$ cat src/rtl/bit_serializer_pkg.sv
// Shared types, defaults and helpers for the bit serializer.
package bit_serializer_pkg;

   // Frame sequencing states.
   typedef enum logic [1:0] {
      StIdle,
      StShift,
      StDone
   } bs_state_e;

   localparam int unsigned BS_WIDTH_DEF    = 8;
   localparam int unsigned BS_TICK_DIV_DEF = 20000000;

   // True when the word is a multiple of three. Words narrower than 64 bits are
   // zero-extended by the caller; leading zeros do not change the remainder.
   function automatic logic mod3_zero(input logic [63:0] word);
      logic [1:0] rem;
      logic [2:0] acc;
      rem = 2'd0;
      for (int i = 63; i >= 0; i--) begin
         // Horner step: rem = (2*rem + bit) mod 3, with 2*rem + bit in 0..5.
         acc = {rem, 1'b0} + {2'b00, word[i]};
         rem = (acc >= 3'd3) ? 2'(acc - 3'd3) : acc[1:0];
      end
      return rem == 2'd0;
   endfunction

endpackage

$ cat src/rtl/bit_serializer_tick_gen.sv
// Enable-gated, clearable divider emitting a one-cycle registered strobe every
// TICK_DIV enabled cycles. en_i/clr_i describe the cycle that follows the
// current edge, which keeps tick_o a plain register with no combinational tail.
module tick_gen #(
   parameter int unsigned TICK_DIV = 1
) (
   input  logic clock,
   input  logic reset,
   input  logic en_i,
   input  logic clr_i,
   output logic tick_o
);

   localparam int unsigned CntW = (TICK_DIV > 1) ? $clog2(TICK_DIV) : 1;
   localparam logic [CntW-1:0] CntMax = CntW'(TICK_DIV - 1);

   logic [CntW-1:0] cnt_q, cnt_d;
   logic            tick_q, tick_d;

   // Next count and strobe: clear restarts the window, enable advances it.
   always_comb begin
      cnt_d = cnt_q;
      if (clr_i) begin
         cnt_d = '0;
      end else if (en_i) begin
         cnt_d = (cnt_q == CntMax) ? '0 : cnt_q + 1'b1;
      end
      tick_d = en_i && (cnt_d == CntMax);
   end

   // Counter and strobe registers.
   always_ff @(posedge clock or posedge reset) begin
      if (reset) begin
         cnt_q  <= '0;
         tick_q <= 1'b0;
      end else begin
         cnt_q  <= cnt_d;
         tick_q <= tick_d;
      end
   end

   assign tick_o = tick_q;

endmodule

$ cat src/rtl/bit_serializer.sv
// Parallel-to-serial front end for the multiple-of-3 detector: captures a word
// on a start edge and shifts it out MSB-first, one bit per TICK_DIV cycles.
// Optional feature macro: SERIALIZER_EXPECT_EN (registers a reference mod-3 result).
module bit_serializer
   import bit_serializer_pkg::*;
#(
   parameter int unsigned WIDTH    = BS_WIDTH_DEF,
   parameter int unsigned TICK_DIV = BS_TICK_DIV_DEF,
   localparam int unsigned BcW     = $clog2(WIDTH + 1)
) (
   input  logic             clock,
   input  logic             reset,
   input  logic             start_i,
   input  logic [WIDTH-1:0] data_in_i,
   output logic             busy_o,
   output logic             frame_start_o,
   output logic             bit_out_o,
   output logic             bit_valid_o,
   output logic             bit_tick_o,
   output logic [BcW-1:0]   bit_count_o,
   output logic             done_o,
   output logic             expect_div3_o
);

   localparam logic [BcW-1:0] LastBit = BcW'(WIDTH - 1);

   bs_state_e        state_q, state_d;
   logic             start_q;
   logic [WIDTH-1:0] shreg_q, shreg_d;
   logic [BcW-1:0]   bcnt_q, bcnt_d;
   logic             busy_q, busy_d;
   logic             fstart_q, fstart_d;
   logic             valid_q, valid_d;
   logic             done_q, done_d;
   logic             capture;
   logic             start_edge;
   logic             bit_tick;

   assign start_edge = start_i & ~start_q;

   // Next-state and registered-output decode for the frame FSM.
   always_comb begin
      state_d  = state_q;
      shreg_d  = shreg_q;
      bcnt_d   = bcnt_q;
      busy_d   = busy_q;
      valid_d  = valid_q;
      fstart_d = 1'b0;
      done_d   = 1'b0;
      capture  = 1'b0;
      unique case (state_q)
         StIdle: begin
            if (start_edge) begin
               capture  = 1'b1;
               shreg_d  = data_in_i;
               bcnt_d   = '0;
               fstart_d = 1'b1;
               busy_d   = 1'b1;
               valid_d  = 1'b1;
               state_d  = StShift;
            end
         end
         StShift: begin
            if (bit_tick) begin
               if (bcnt_q == LastBit) begin
                  valid_d = 1'b0;
                  done_d  = 1'b1;
                  state_d = StDone;
               end else begin
                  shreg_d = shreg_q << 1;
                  bcnt_d  = bcnt_q + 1'b1;
               end
            end
         end
         StDone: begin
            busy_d  = 1'b0;
            state_d = StIdle;
         end
         default: state_d = StIdle;
      endcase
   end

   // State and output registers; start_q resets high so a held start is not an edge.
   always_ff @(posedge clock or posedge reset) begin
      if (reset) begin
         state_q  <= StIdle;
         start_q  <= 1'b1;
         shreg_q  <= '0;
         bcnt_q   <= '0;
         busy_q   <= 1'b0;
         fstart_q <= 1'b0;
         valid_q  <= 1'b0;
         done_q   <= 1'b0;
      end else begin
         state_q  <= state_d;
         start_q  <= start_i;
         shreg_q  <= shreg_d;
         bcnt_q   <= bcnt_d;
         busy_q   <= busy_d;
         fstart_q <= fstart_d;
         valid_q  <= valid_d;
         done_q   <= done_d;
      end
   end

   // Bit window timing; counts only in cycles that will be in StShift.
   tick_gen #(
      .TICK_DIV(TICK_DIV)
   ) u_tick_gen (
      .clock (clock),
      .reset (reset),
      .en_i  (state_d == StShift),
      .clr_i (capture),
      .tick_o(bit_tick)
   );

`ifdef SERIALIZER_EXPECT_EN
   logic expect_q;

   // Reference divisibility result, refreshed only on capture.
   always_ff @(posedge clock or posedge reset) begin
      if (reset) begin
         expect_q <= 1'b0;
      end else if (capture) begin
         expect_q <= mod3_zero(64'(data_in_i));
      end
   end

   assign expect_div3_o = expect_q;
`else
   assign expect_div3_o = 1'b0;
`endif

   assign busy_o        = busy_q;
   assign frame_start_o = fstart_q;
   assign bit_out_o     = shreg_q[WIDTH-1];
   assign bit_valid_o   = valid_q;
   assign bit_tick_o    = bit_tick;
   assign bit_count_o   = bcnt_q;
   assign done_o        = done_q;

endmodule

$ cat config.mk
export PLATFORM = sky130hd
export DESIGN_NAME = bit_serializer
export DESIGN_NICKNAME = d
export VERILOG_FILES = /design/src/rtl/bit_serializer_pkg.sv /design/src/rtl/bit_serializer_tick_gen.sv /design/src/rtl/bit_serializer.sv
export SDC_FILE = /design/constraint.sdc
export NUM_CORES = 1
export LEC_CHECK = 0
export ABC_CLOCK_PERIOD_IN_PS = 7900
export CAP_MARGIN = 10
export CELL_PAD_IN_SITES_DETAIL_PLACEMENT = 1
export CELL_PAD_IN_SITES_GLOBAL_PLACEMENT = 1
export CORE_MARGIN = 1
export CORE_UTILIZATION = 35
export CTS_CLUSTER_SIZE = 12
export DETAILED_ROUTE_END_ITERATION = 8
export PLACE_DENSITY_LB_ADDON = 0.25
export RECOVER_POWER = 50
export SLEW_MARGIN = 10
export SYNTH_ARGS = -nofsm -noshare
export SYNTH_HDL_FRONTEND = slang
export SYNTH_SLANG_ARGS = --single-unit
$ cat constraint.sdc
create_clock -name clock -period 7.9 [get_ports clock]
set_clock_uncertainty 0.15 [all_clocks]
set_input_delay 1.58 -clock clock [delete_from_list [all_inputs] [get_ports clock]]
set_output_delay 1.58 -clock clock [all_outputs]
set_load 0.05 [all_outputs]
==> run_summary.xml, run 1 <==
<?xml version="1.0" encoding="UTF-8"?>
<metrics>
  <group name="run_status">
    <metric name="outcome" unit="">finished, violations left</metric>
    <metric name="violations" unit="">max-capacitance violations, max-slew violations</metric>
  </group>
  <group name="sta">
    <metric name="worst-slew-pin-transition" unit="ps">1734</metric>
    <metric name="final.setup.tns" unit="ps">0</metric>
    <metric name="crit_share_post_route" unit="%">62.45</metric>
    <metric name="slew_violations" unit="">46</metric>
    <metric name="slew-limit-headroom" unit="%">-15.71</metric>
    <metric name="setup_viol_count_final" unit="">0</metric>
    <metric name="hold_viol" unit="">0</metric>
    <metric name="period_minus_slack" unit="ps">4934</metric>
    <metric name="max_freq" unit="MHz">202.7</metric>
    <metric name="rsz0062_at_grt" unit="">no</metric>
  </group>
  <group name="yosys">
    <metric name="postSynth.asyncResetShare" unit="%">100.0</metric>
    <metric name="dominantRegCellSynth" unit="">dfrtp_1</metric>
    <metric name="number_of_enable_flip_flop_cells_after_synthesis" unit="">0</metric>
    <metric name="synth_area" unit="um2">2430</metric>
    <metric name="ys_ff_latch" unit="">45</metric>
    <metric name="netlist_top_cells_area" unit="">dfrtp_1 (45%), nor2_1 (6.2%), xnor2_1 (5.8%)</metric>
    <metric name="cell_variety_after_synth" unit="">48</metric>
    <metric name="synth_warnings" unit="">0</metric>
    <metric name="syn_nets" unit="">273</metric>
    <metric name="syn-instance-count" unit="">260</metric>
    <metric name="avgSynthCellArea" unit="um2">9.346</metric>
    <metric name="netlist.top_cell.by_area" unit="">dfrtp_1</metric>
    <metric name="synth.top_cell.area_share" unit="%">45.31</metric>
    <metric name="yosysSeqAreaShare" unit="%">46.40</metric>
  </group>
  <group name="critical_path">
    <metric name="crit_path_max_incr_delay" unit="ps">620</metric>
    <metric name="slowest_cell_on_the_critical_path" unit="">a22oi_2</metric>
    <metric name="path_delay_family" unit="">simple AND/OR/NAND/NOR gates</metric>
    <metric name="register_to_register_setup_slack" unit="ps">4340</metric>
    <metric name="cp_data_required_time" unit="ps">7970</metric>
    <metric name="kind_of_critical_path" unit="">in -&gt; reg</metric>
    <metric name="cp.arrival" unit="ps">5010</metric>
    <metric name="timing.critical_path.mode_cell" unit="">or4b_1</metric>
    <metric name="timing.critical_path.buf_inv" unit="">2</metric>
    <metric name="worstSetupPathDepth" unit="">9</metric>
    <metric name="maximum_net_fanout_on_the_critical_path" unit="">23</metric>
    <metric name="crit_path_end_kind" unit="">register</metric>
    <metric name="rr_worst_depth" unit="">8</metric>
    <metric name="cp-start-kind" unit="">input pin</metric>
    <metric name="timing.critical_path.cells" unit="">dlygate4sd3_1 -&gt; or4b_1 -&gt; clkinvlp_2 -&gt; a22oi_2 -&gt; nor4_1 -&gt; a21o_1 -&gt; nor2_1 -&gt; or4b_1 -&gt; nor4_2</metric>
  </group>
  <group name="routing">
    <metric name="detailroute.via_count" unit="">1903</metric>
    <metric name="first_pass_iters" unit="">4</metric>
    <metric name="antenna_violating_nets_left" unit="">0</metric>
    <metric name="drtIter0Drc" unit="">83</metric>
    <metric name="avgViaCountPerCell" unit="">5.361</metric>
    <metric name="routedWlPerCell" unit="um">16.04</metric>
    <metric name="drcViolationCount" unit="">0</metric>
    <metric name="final_wl" unit="mm">5.695</metric>
  </group>
  <group name="placement">
    <metric name="detailedPlacementHpwl" unit="mm">4.073</metric>
    <metric name="io_buffer_count" unit="">20</metric>
    <metric name="globalplace.congestion" unit="">0.8535</metric>
    <metric name="post_dp_cell_area" unit="um2">2665</metric>
  </group>
  <group name="floorplanning">
    <metric name="io_count" unit="">22</metric>
    <metric name="die_x" unit="um">85.32</metric>
    <metric name="die_y" unit="um">85.32</metric>
    <metric name="core" unit="um2">6756</metric>
    <metric name="initial_core_util" unit="%">35.96</metric>
    <metric name="die_area" unit="um2">7280</metric>
    <metric name="std_cell_rows" unit="">30</metric>
  </group>
  <group name="clock_tree">
    <metric name="clock-root-buffer" unit="">clkbuf_8</metric>
    <metric name="number_of_resized_instances_in_the_post_cts_repair_step" unit="">0</metric>
    <metric name="cts.sink_count" unit="">45</metric>
    <metric name="cts_setup_buffers" unit="">0</metric>
    <metric name="max-clock-path-buffers" unit="">2</metric>
    <metric name="clock_tree.htree_level_count" unit="">2</metric>
    <metric name="cts_made_buffers" unit="">5</metric>
    <metric name="tritoncts" unit="">built</metric>
    <metric name="cts_hold_buf" unit="">0</metric>
    <metric name="worstSkewPairLatency" unit="ps">310</metric>
    <metric name="clock_pin_transition_on_the_worst_setup_and_hold_timing_paths" unit="ps">100</metric>
  </group>
  <group name="power_and_ir_drop">
    <metric name="p_per_area" unit="nW/um2">198.7</metric>
    <metric name="power.ir.vdd_worst" unit="uV">143.6</metric>
    <metric name="leakage" unit="uW">0.001154</metric>
  </group>
  <group name="final_layout">
    <metric name="layout_cell_share_with_drive_strength_beyond_1" unit="%">6.909</metric>
    <metric name="leading_cell_type_in_the_layout_fill_and_taps_excluded" unit="">dfrtp_1</metric>
    <metric name="layout_common_cells" unit="">dfrtp_1 (44), nor2_1 (40), nand2_1 (36), clkdlybuf4s50_1 (18), xnor2_1 (16)</metric>
    <metric name="nets" unit="">287</metric>
    <metric name="area_growth" unit="%">13.08</metric>
    <metric name="layout.cell_area.non_filler" unit="um2">2748</metric>
    <metric name="num_antenna_cells" unit="">0</metric>
  </group>
  <group name="flow_run">
    <metric name="timing.max_cap.violations" unit="">1</metric>
  </group>
  <group name="global_route">
    <metric name="grt_first_pass_wirelength" unit="mm">9.970</metric>
    <metric name="grt_antenna_before_repair" unit="">0</metric>
    <metric name="grt_start_max_net_pins" unit="">46</metric>
    <metric name="number_of_global_route_vias_before_repair" unit="">2007</metric>
    <metric name="gr-usage-all-layers" unit="%">17.41</metric>
    <metric name="globalRoute.totalOverflow" unit="">0</metric>
  </group>
  <group name="min_path">
    <metric name="holdPathStages" unit="">2</metric>
    <metric name="worstHoldPathType" unit="">reg -&gt; reg</metric>
  </group>
</metrics>
-- power breakdown --
part | internal (uW) | leakage (uW) | switching (uW) | total (uW)
logic | 46.8 | 0.000563 | 62.4 | 109
registers | 251 | 0.000546 | 34.4 | 285
clock network | 64.0 | 0.0000447 | 87.6 | 152
total | 362 | 0.00115 | 184 | 546
-- final timing paths --
| kind | start | to |
|---|---|---|
| setup / recovery | start_i | u_tick_gen.tick_o$_DFF_PP0_ |
| hold / removal | busy_o$_DFFE_PP0P_ | busy_o$_DFFE_PP0P_ |
| setup reg to reg | start_q$_DFF_PP1_ | u_tick_gen.tick_o$_DFF_PP0_ |
| hold reg to reg | busy_o$_DFFE_PP0P_ | busy_o$_DFFE_PP0P_ |
| max in group asynchronous | reset | u_tick_gen.cnt_q[11]$_DFF_PP0_ |
| min in group asynchronous | reset | u_tick_gen.cnt_q[14]$_DFF_PP0_ |
-- layout make-up --
cell class / instances / area (um2)
Tap cell: 80 / 100.1
Clock buffer: 5 / 68.82
Clock inverter: 3 / 25.02
Sequential cell: 45 / 1127
Fill cell: 771 / 4009
Multi-Input combinational cell: 195 / 1195
Inverter: 6 / 23.77
Timing Repair Buffer: 21 / 207.7
-- per-layer routing --
layer	GRT usage (%)	vias to the layer above	wire length (um)
li1	-	928	-
met1	24.23	938	2900
met2	28.15	33	2610
met3	3.016	4	130
met4	4.545	0	53
met5	0	-	0
-- cell usage after synthesis (2+ instances only) --
library cell	number
mux2i_1	2
xor2_1	11
o31a_1	2
nand2_1	36
or4b_1	3
a21oi_1	3
buf_1	2
dfrtp_1	44
o21ai_0	5
a31oi_1	7
nand3_1	14
nor4_1	5
nor2b_1	2
or4_1	2
xnor2_1	16
and3_1	5
nand4_1	9
buf_6	2
nor2_1	40
clkbuf_1	8
o22ai_1	2
and4_1	4
inv_1	5
nor3_1	4
nand3b_1	3
ha_1	2
-- state kept, by name (all words and copies together), names as in the netlist --
signal / count
bit_count_o: 4
bit_valid_o: 1
busy_o: 1
done_o: 1
frame_start_o: 1
shreg_q: 8
start_q: 1
state_q: 2
u_tick_gen.cnt_q: 25
u_tick_gen.tick_o: 1
-- per-stage QoR --
| stage | util (%) | worst slack, ps | hold slack, ps | power (uW) | instances |
|---|---|---|---|---|---|
| after detailed placement | 39.44 | 2921 | 358.4 | 398.6 | 347 |
| after global routing | 40.67 | 2622 | 422.1 | 581.5 | 355 |
| after CTS | 40.83 | 3258 | 382.5 | 554.6 | 355 |
| after floorplan | - | 3857 | 353.0 | 374.4 | 260 |
| final | 40.67 | 2966 | 370.8 | 545.9 | 355 |
| after global placement | 39.44 | 3066 | 348.9 | 396.1 | 347 |
-- kinds of logic (layout without fill, tap and decap cells) --
group,count (synthesis),count (layout),synth area share [%]
simple gates,138,138,30.07
flops,45,45,46.40
xor+xnor,27,27,9.732
compound gates,25,25,7.363
buf+inv,20,35,4.429
fa+ha+maj,2,2,1.030
mux,2,2,0.8239
other cells,1,1,0.1543
-- tightest hold or removal path, stage by stage, from the launching register on --
cell and delay, ps:
dfrtp_1 350, o21ai_0 80, nand2_1 60
No activity file was read; power rests on OpenSTA's default activity.
==> inputs of run 2 (changes only) <==
--- a/config.mk
+++ b/config.mk
@@ -5,7 +5,7 @@
 export SDC_FILE = /design/constraint.sdc
 export NUM_CORES = 1
 export LEC_CHECK = 0
-export ABC_CLOCK_PERIOD_IN_PS = 7900
+export ABC_CLOCK_PERIOD_IN_PS = 5000
 export CAP_MARGIN = 10
 export CELL_PAD_IN_SITES_DETAIL_PLACEMENT = 1
 export CELL_PAD_IN_SITES_GLOBAL_PLACEMENT = 1
==> constraint.sdc (replaced) <==
create_clock -name clock -period 5 [get_ports clock]
set_clock_uncertainty 0.15 [all_clocks]
set_input_delay 1 -clock clock [delete_from_list [all_inputs] [get_ports clock]]
set_output_delay 1 -clock clock [all_outputs]
set_load 0.05 [all_outputs]
==> run_summary.xml, run 2 (same netlist as run 1, synthesis figures left out) <==
<?xml version="1.0" encoding="UTF-8"?>
<metrics>
  <group name="run_status">
    <metric name="outcome" unit="">finished, violations left</metric>
    <metric name="violations" unit="">max-capacitance violations, max-slew violations</metric>
  </group>
  <group name="placement">
    <metric name="detailedPlacementHpwl" unit="mm">4.038</metric>
    <metric name="globalplace.congestion" unit="">0.8536</metric>
    <metric name="io_buffer_count" unit="">20</metric>
    <metric name="pre_cts_ws" unit="ps">611.8</metric>
  </group>
  <group name="sta">
    <metric name="hold_worst_slack" unit="ps">365.5</metric>
    <metric name="rsz0062_at_grt" unit="">no</metric>
    <metric name="crit_share_post_route" unit="%">82.80</metric>
    <metric name="setup_viol_count_final" unit="">0</metric>
    <metric name="worst-slew-pin-transition" unit="ps">1765</metric>
    <metric name="max_freq" unit="MHz">241.5</metric>
    <metric name="hold_viol" unit="">0</metric>
    <metric name="final.setup.tns" unit="ps">0</metric>
    <metric name="slew-limit-headroom" unit="%">-17.81</metric>
    <metric name="postLayoutSetupSlackWorst" unit="ps">859.8</metric>
    <metric name="period_minus_slack" unit="ps">4140</metric>
    <metric name="slew_violations" unit="">46</metric>
  </group>
  <group name="clock_tree">
    <metric name="cts_hold_buf" unit="">0</metric>
    <metric name="cts.sink_count" unit="">45</metric>
    <metric name="clock_pin_transition_on_the_worst_setup_and_hold_timing_paths" unit="ps">90</metric>
    <metric name="cts_setup_buffers" unit="">0</metric>
    <metric name="cts_made_buffers" unit="">5</metric>
    <metric name="worstSkewPairLatency" unit="ps">300</metric>
    <metric name="number_of_resized_instances_in_the_post_cts_repair_step" unit="">0</metric>
    <metric name="clock_tree.htree_level_count" unit="">2</metric>
    <metric name="tritoncts" unit="">built</metric>
    <metric name="clock-root-buffer" unit="">clkbuf_8</metric>
    <metric name="max-clock-path-buffers" unit="">2</metric>
  </group>
  <group name="routing">
    <metric name="antenna_violating_nets_left" unit="">0</metric>
    <metric name="detailroute.via_count" unit="">1874</metric>
    <metric name="routedWlPerCell" unit="um">16.14</metric>
    <metric name="first_pass_iters" unit="">4</metric>
    <metric name="avgViaCountPerCell" unit="">5.279</metric>
    <metric name="drcViolationCount" unit="">0</metric>
    <metric name="final_wl" unit="mm">5.731</metric>
    <metric name="drtIter0Drc" unit="">97</metric>
  </group>
  <group name="final_layout">
    <metric name="max_flop_register" unit="">u_tick_gen.cnt_q</metric>
    <metric name="layout_common_cells" unit="">dfrtp_1 (44), nor2_1 (40), nand2_1 (36), clkdlybuf4s50_1 (18), xnor2_1 (16)</metric>
    <metric name="area_growth" unit="%">14.42</metric>
    <metric name="num_antenna_cells" unit="">0</metric>
    <metric name="nets" unit="">287</metric>
    <metric name="layout_cell_share_with_drive_strength_beyond_1" unit="%">6.909</metric>
    <metric name="filler_cell_count" unit="">766</metric>
    <metric name="largest_register_ff_count" unit="">25</metric>
    <metric name="multiInputGateArea" unit="um2">1195</metric>
    <metric name="sequential_cell_area_in_the_final_layout" unit="um2">1127</metric>
    <metric name="leading_cell_type_in_the_layout_fill_and_taps_excluded" unit="">dfrtp_1</metric>
  </group>
  <group name="power_and_ir_drop">
    <metric name="p_per_area" unit="nW/um2">326.5</metric>
    <metric name="leakage" unit="uW">0.001173</metric>
    <metric name="power.ir.vdd_worst" unit="uV">227.4</metric>
    <metric name="p_total" unit="uW">907.7</metric>
  </group>
  <group name="critical_path">
    <metric name="cp-start-kind" unit="">input pin</metric>
    <metric name="crit_path_max_incr_delay" unit="ps">550</metric>
    <metric name="slowest_cell_on_the_critical_path" unit="">dlygate4sd3_1</metric>
    <metric name="cp.arrival" unit="ps">4200</metric>
    <metric name="timing.critical_path.cells" unit="">dlygate4sd3_1 -&gt; or4b_1 -&gt; clkinv_8 -&gt; a22oi_2 -&gt; nor4_1 -&gt; a21o_1 -&gt; nor2_1 -&gt; or4b_1 -&gt; nor4_2</metric>
    <metric name="timing.critical_path.mode_cell" unit="">or4b_1</metric>
    <metric name="maximum_net_fanout_on_the_critical_path" unit="">23</metric>
    <metric name="cp_data_required_time" unit="ps">5060</metric>
    <metric name="timing.critical_path.buf_inv" unit="">2</metric>
    <metric name="path_delay_family" unit="">simple AND/OR/NAND/NOR gates</metric>
    <metric name="kind_of_critical_path" unit="">in -&gt; reg</metric>
    <metric name="crit_path_end_kind" unit="">register</metric>
  </group>
  <group name="min_path">
    <metric name="worstHoldPathType" unit="">reg -&gt; reg</metric>
  </group>
  <group name="flow_run">
    <metric name="timing.max_cap.violations" unit="">1</metric>
  </group>
  <group name="floorplanning">
    <metric name="die_y" unit="um">85.32</metric>
    <metric name="initial_core_util" unit="%">35.96</metric>
    <metric name="die_x" unit="um">85.32</metric>
    <metric name="core" unit="um2">6756</metric>
    <metric name="std_cell_rows" unit="">30</metric>
    <metric name="io_count" unit="">22</metric>
    <metric name="die_area" unit="um2">7280</metric>
  </group>
  <group name="global_route">
    <metric name="globalRoute.totalOverflow" unit="">0</metric>
    <metric name="grt_start_max_net_pins" unit="">46</metric>
    <metric name="grt_antenna_before_repair" unit="">0</metric>
    <metric name="grt_first_pass_wirelength" unit="mm">10.11</metric>
    <metric name="gr-usage-all-layers" unit="%">17.42</metric>
    <metric name="number_of_global_route_vias_before_repair" unit="">1984</metric>
  </group>
</metrics>
==> run 2: cell types whose count changed in the layout (fill, tap and decap cells not counted), sizes merged <==
| cell | change |
|---|---|
| bufinv | +1 |
| clkinv | +1 |
| clkinvlp | -1 |
| inv | -1 |
==> run 2: tightest hold or removal path, cell delays in order (launching register included) <==
cell and delay [ps]:
dfrtp_1 350, o21ai_0 80, nand2_1 60
==> run 2: area by class of cell <==
class | instances | share of cell area, %
clock buffers | 5 | 2.475
clock inverters | 3 | 1.665
inverters | 6 | 1.260
multi-input cells | 195 | 42.98
flip-flops and latches | 45 | 40.55
well taps | 80 | 3.600
repair buffers | 21 | 7.471
==> run 2: metal layers <==
metal | part of all wire [%] | vias to the layer above | GRT usage [%]
met3 | 2.1 | 8 | 2.821
li1 | - | 925 | -
met1 | 52 | 919 | 24.56
met4 | 1.3 | 0 | 4.545
met2 | 45 | 22 | 27.93
met5 | 0 | - | 0
==> run 2: path summary, 6_finish.rpt <==
check                                                from                        endpoint  slack (ps)  cells past startpoint
max in group asynchronous                           reset  u_tick_gen.cnt_q[13]$_DFF_PP0_        2130                      2
min reg2reg                            busy_o$_DFFE_PP0P_              busy_o$_DFFE_PP0P_         370                      2
max                                               start_i     u_tick_gen.tick_o$_DFF_PP0_         860                      9
min                                    busy_o$_DFFE_PP0P_              busy_o$_DFFE_PP0P_         370                      2
max reg2reg                u_tick_gen.cnt_q[14]$_DFF_PP0_     u_tick_gen.tick_o$_DFF_PP0_        1600                      7
min in group asynchronous                           reset  u_tick_gen.cnt_q[14]$_DFF_PP0_        1550                      2
==> run 2: report_power, final <==
group          leakage (uW)  switching (uW)  internal (uW)  total (uW)
combinational      0.000573            99.1           74.1         173
clock             0.0000543             134            150         284
sequential         0.000546            54.8            396         451
==> run 2: stage by stage <==
stage / util, % / instance area (um2) / std cells
floorplan: - / 2430 / 260
global placement: 39.44 / 2665 / 347
detailed placement: 39.44 / 2665 / 347
CTS: 41.15 / 2780 / 355
global route: 41.15 / 2780 / 355
finish: 41.15 / 2780 / 355
